[src/rtl/press_pkg.sv]
// Shared types for the push-button press conditioner.
package press_pkg;

    typedef enum logic [1:0] {
        RELEASED,
        PRESS_PEND,
        PRESSED,
        RELEASE_PEND
    } press_state_t;

    // Counter width able to hold the value n (at least one bit).
    function automatic int unsigned cnt_width(input int unsigned n);
        return (n < 2) ? 1 : $clog2(n + 1);
    endfunction

endpackage

[src/rtl/press_conditioner_if.sv]
// Key inputs, game enable and press pulses between the board keys and the playfield.
interface press_conditioner_if;

    logic rawL;
    logic rawR;
    logic en;
    logic L;
    logic R;

    modport master (output rawL, output rawR, output en, input L, input R);
    modport slave  (input rawL, input rawR, input en, output L, output R);

endinterface

[src/rtl/press_channel.sv]
// One key channel: 2-flop synchronizer, debounce counter/FSM and registered press pulse.
module press_channel
    import press_pkg::*;
#(
    parameter int unsigned DEBOUNCE_CYCLES = 4,
    parameter bit          ACTIVE_LOW      = 1'b1
) (
    input  logic clk,
    input  logic reset,
    input  logic raw,
    input  logic en,
    output logic pulse
);

    localparam int unsigned     CW          = cnt_width(DEBOUNCE_CYCLES);
    localparam logic [CW-1:0]   LAST        = CW'(DEBOUNCE_CYCLES);
    localparam logic [CW-1:0]   ONE         = CW'(1);
    localparam bit              SINGLE      = (DEBOUNCE_CYCLES == 1);
    localparam logic            PRESSED_LVL = ACTIVE_LOW ? 1'b0 : 1'b1;

    logic         s1;
    logic         s2;
    logic         p;
    logic [CW-1:0] cnt;
    press_state_t state;

    assign p = (s2 == PRESSED_LVL);

    // Synchronizer and FSM reset to "pressed" so a key held through reset is
    // treated as already accepted and must be released before it can pulse.
    always_ff @(posedge clk) begin
        if (reset) begin
            s1    <= PRESSED_LVL;
            s2    <= PRESSED_LVL;
            state <= PRESSED;
            cnt   <= '0;
            pulse <= 1'b0;
        end else begin
            s1    <= raw;
            s2    <= s1;
            pulse <= 1'b0;
            case (state)
                RELEASED: begin
                    if (p) begin
                        cnt <= ONE;
                        if (SINGLE) begin
                            state <= PRESSED;
                            pulse <= en;
                        end else begin
                            state <= PRESS_PEND;
                        end
                    end
                end
                PRESS_PEND: begin
                    if (p) begin
                        cnt <= cnt + ONE;
                        if (cnt + ONE == LAST) begin
                            state <= PRESSED;
                            pulse <= en;
                        end
                    end else begin
                        state <= RELEASED;
                        cnt   <= '0;
                    end
                end
                PRESSED: begin
                    if (!p) begin
                        cnt   <= ONE;
                        state <= SINGLE ? RELEASED : RELEASE_PEND;
                    end
                end
                RELEASE_PEND: begin
                    if (!p) begin
                        cnt <= cnt + ONE;
                        if (cnt + ONE == LAST) begin
                            state <= RELEASED;
                        end
                    end else begin
                        state <= PRESSED;
                        cnt   <= '0;
                    end
                end
                default: begin
                    state <= RELEASED;
                    cnt   <= '0;
                end
            endcase
        end
    end

endmodule

[src/rtl/press_conditioner.sv]
// Two independent debounced key channels producing the playfield L/R press pulses.
module press_conditioner #(
    parameter int unsigned DEBOUNCE_CYCLES = 4,
    parameter bit          ACTIVE_LOW      = 1'b1
) (
    input logic                 clk,
    input logic                 reset,
    press_conditioner_if.slave  bus
);

    press_channel #(
        .DEBOUNCE_CYCLES (DEBOUNCE_CYCLES),
        .ACTIVE_LOW      (ACTIVE_LOW)
    ) u_left (
        .clk   (clk),
        .reset (reset),
        .raw   (bus.rawL),
        .en    (bus.en),
        .pulse (bus.L)
    );

    press_channel #(
        .DEBOUNCE_CYCLES (DEBOUNCE_CYCLES),
        .ACTIVE_LOW      (ACTIVE_LOW)
    ) u_right (
        .clk   (clk),
        .reset (reset),
        .raw   (bus.rawR),
        .en    (bus.en),
        .pulse (bus.R)
    );

endmodule

[src/flat_wrapper.sv]
// flat-port wrapper written by rule: the top's interface ports become plain ports
module press_conditioner_flat 
#(
    parameter int unsigned DEBOUNCE_CYCLES = 4,
    parameter bit          ACTIVE_LOW      = 1'b1
)
  (clk, reset, bus_rawL, bus_rawR, bus_en, bus_L, bus_R);
  press_conditioner_if bus_i ();
  input logic clk;
  input logic reset;
  input wire logic [$bits(bus_i.rawL)-1:0] bus_rawL;
  input wire logic [$bits(bus_i.rawR)-1:0] bus_rawR;
  input wire logic [$bits(bus_i.en)-1:0] bus_en;
  output wire logic [$bits(bus_i.L)-1:0] bus_L;
  output wire logic [$bits(bus_i.R)-1:0] bus_R;
  assign bus_i.rawL = bus_rawL;
  assign bus_i.rawR = bus_rawR;
  assign bus_i.en = bus_en;
  assign bus_L = bus_i.L;
  assign bus_R = bus_i.R;
  press_conditioner #(.DEBOUNCE_CYCLES(DEBOUNCE_CYCLES), .ACTIVE_LOW(ACTIVE_LOW)) u_core (.clk(clk), .reset(reset), .bus(bus_i));
endmodule
[config.mk]
export PLATFORM = sky130hd
export DESIGN_NAME = press_conditioner_flat
export DESIGN_NICKNAME = d
export VERILOG_FILES = /design/src/rtl/press_pkg.sv /design/src/rtl/press_conditioner_if.sv /design/src/rtl/press_channel.sv /design/src/rtl/press_conditioner.sv /design/src/flat_wrapper.sv
export SDC_FILE = /design/constraint.sdc
export NUM_CORES = 1
export LEC_CHECK = 0
export ABC_CLOCK_PERIOD_IN_PS = 2300
export BUFFER_PORTS_ARGS = -buffer_cell sky130_fd_sc_hd__buf_2
export CAP_MARGIN = 20
export CORE_UTILIZATION = 30
export CTS_CLUSTER_DIAMETER = 150
export DETAILED_ROUTE_END_ITERATION = 8
export PLACE_DENSITY = 0.53
export SLEW_MARGIN = 10
export SYNTH_ARGS = -nofsm -noshare
export SYNTH_HDL_FRONTEND = slang
export SYNTH_SLANG_ARGS = --single-unit
[constraint.sdc]
create_clock -name clk -period 2.3 [get_ports clk]
set_input_delay 0.23 -clock clk [delete_from_list [all_inputs] [get_ports clk]]
set_output_delay 0.23 -clock clk [all_outputs]
set_load 0.03 [all_outputs]
==> reports/metrics.cfg <==
[clock_network]
cts_max_level = 1
cts.sinks = 16
cts.clk_slew.worst_paths_ns = 0.09
cts_resized = 0
hold_buffers = 0
numCtsBuffers = 3
insertion_delay_ns = 0.28
cts_root_buffer = clkbuf_4
clk_path_buf_depth = 2
cts_setup_buffers = 0
cts_tree = done

[synthesis]
ys_ff_latch = 16
yosysWarnings = 0
yosysSeqAreaShare_pct = 49.0
avgSynthCellArea_sq_um = 10.4
syn_inst = 63
yosysUniqueCellTypes = 25
syn_area_sq_um = 653
syn_nets = 72

[sta]
fin_crit_ns = 1.35
grt_setup_unrepaired = no
max_freq_mhz = 743
slew_violations = 0
fin_tns_setup_ns = 0
fin_crit_sh_pct = 58.5
max-slew-margin-rel_pct = 73.5
setup_viol = 0
fin_ws_ns = 0.955
fin_skew_ns = 0.00220
tightest_slew_ns = 0.396
hold_violations = 0

[placed_design]
post-place-ws_ns = 0.980
portBuffers = 6
gp_congestion = 0.700

[setup_path]
worst-r2r-setup-slack_ns = 0.95
r2r-start = u_core.u_left.cnt[0]$_SDFFE_PP0P_
r2r-end = u_core.u_left.cnt[2]$_SDFFE_PP0P_
cp-end-kind = flip-flop
reg2regPathDepth = 4
path_class = flip-flop to flip-flop
required_ns = 2.52
cp-start-kind = flip-flop
crit_arrival_ns = 1.57
path_max_fanout = 2

[global_route]
gr-total-overflow = 0
grt_max_degree = 19
grt_use_total_pct = 9.79
antenna_found_initial = 0
grt_pass1_vias = 433
grt_pass1_wl_mm = 1.76

[floorplan]
core_sq_um = 2000
rows = 16
die_area_sq_um = 2370
die_x_um = 48.7
die_h_um = 48.7
ios = 7
start_util_pct = 32.6

[layout]
diodes = 0
layout-drive-gt1-share_pct = 15.5
nNetsFinal = 81
layout_commonest_cell = dfxtp_1
layout_common_cells = 16 x dfxtp_1, 6 x buf_2, 5 x nand2_1, 5 x nor2b_1
syn2layout_area_growth_pct = 14.0

[drt]
dr.pass1.iters = 4
drtAntennaViolNets = 0
via_per_inst = 4.46
drc = 0
drt-initial-drc-count = 4
wl_per_cell_um = 9.60
wirelength_um = 941
vias = 437

[status]
status = completed

[min_path]
hp-class = primary input to flip-flop
min_from = bus_rawL
min_to = u_core.u_left.s1$_SDFF_PP0_
holdPathStages = 2

[pwr]
power_density_nw_per_um2 = 660
finalPower_mw = 0.491
peakVddDrop_uv = 331
leakage_nw = 0.294

[job]
drv_cap = 0

final cells by class:
class | count | area (sq um)
Multi-Input combinational cell | 44 | 320
Fill cell | 217 | 1260
Inverter | 1 | 3.75
Timing Repair Buffer | 6 | 30.0
Clock buffer | 4 | 36.3
Sequential cell | 16 | 320
Tap cell | 27 | 33.8
critical path, cell delays in order (launching register included):
cell,delay (ns)
dfxtp_1,0.33
ha_1,0.20
ha_1,0.27
or3b_1,0.37
a21oi_1,0.12
kinds of logic (layout without fill, tap and decap cells):
family | Yosys count | in the layout | share of synthesized area [%]
AOI/OAI and AO/OA | 4 | 4 | 3.64
and+or+nand+nor | 30 | 30 | 27.6
xor gates and xnor gates | 3 | 3 | 5.17
buffers and inverters | 3 | 11 | 1.91
muxes | 3 | 3 | 4.98
adders and majority gates | 4 | 4 | 7.66
DFF | 16 | 16 | 49.0
layer usage:
layer	GRT usage (%)	wire, um
met5	0	0
met4	7.35	34
met3	1.89	27
met2	15.7	394
met1	11.4	484
synthesized netlist by cell type:
library cell / n / area (sq um)
dfxtp_1: 16 / 320
nand2_1: 5 / 18.8
nor2b_1: 5 / 31.3
ha_1: 4 / 50.1
nor2_1: 4 / 15.0
a21oi_1: 3 / 15.0
nand3b_1: 3 / 22.5
nor4_1: 3 / 18.8
mux2_1: 2 / 22.5
or2_1: 2 / 12.5
xor2_1: 2 / 17.5
a211o_1: 1 / 8.76
and3_1: 1 / 6.26
and4bb_1: 1 / 12.5
buf_1: 1 / 3.75
clkbuf_2: 1 / 5.00
inv_1: 1 / 3.75
mux2i_1: 1 / 10.0
nand2b_1: 1 / 6.26
nor3_1: 1 / 5.00
nor3b_1: 1 / 7.51
nor4b_1: 1 / 8.76
or3_1: 1 / 6.26
or3b_1: 1 / 8.76
xor2_2: 1 / 16.3
how the worst max path moves through the flow:
stage	from	end	slack [ns]	cells past startpoint
3_3_place_gp	u_core.u_left.cnt[0]$_SDFFE_PP0P_	u_core.u_left.cnt[2]$_SDFFE_PP0P_	1.01	4
2_1_floorplan	u_core.u_left.cnt[0]$_SDFFE_PP0P_	u_core.u_left.cnt[2]$_SDFFE_PP0P_	1.03	4
6_report	u_core.u_left.cnt[0]$_SDFFE_PP0P_	u_core.u_left.cnt[2]$_SDFFE_PP0P_	0.95	4
5_1_grt	u_core.u_right.cnt[0]$_SDFFE_PP0P_	u_core.u_right.pulse$_SDFF_PP0_	0.86	4
4_1_cts	u_core.u_left.cnt[0]$_SDFFE_PP0P_	u_core.u_left.cnt[2]$_SDFFE_PP0P_	0.96	4
3_5_place_dp	u_core.u_left.cnt[0]$_SDFFE_PP0P_	u_core.u_left.cnt[2]$_SDFFE_PP0P_	0.98	4
where the power goes:
part / internal (mW) / switching (mW) / leakage (nW)
clock: 0.0963 / 0.0885 / 0.0210
combinational: 0.00927 / 0.00967 / 0.142
sequential: 0.283 / 0.00432 / 0.130
total: 0.389 / 0.102 / 0.294
metrics by stage:
step	hold WS [ns]	utilization [%]	cells	cell area [sq um]
3_3_place_gp	0.418	35.4	94	708
6_report	0.146	37.2	98	744
4_1_cts	0.145	37.2	98	744
2_1_floorplan	0.358	-	63	653
3_5_place_dp	0.425	35.4	94	708
5_1_grt	0.139	37.2	98	744
Power figures use the tool's default switching activity.
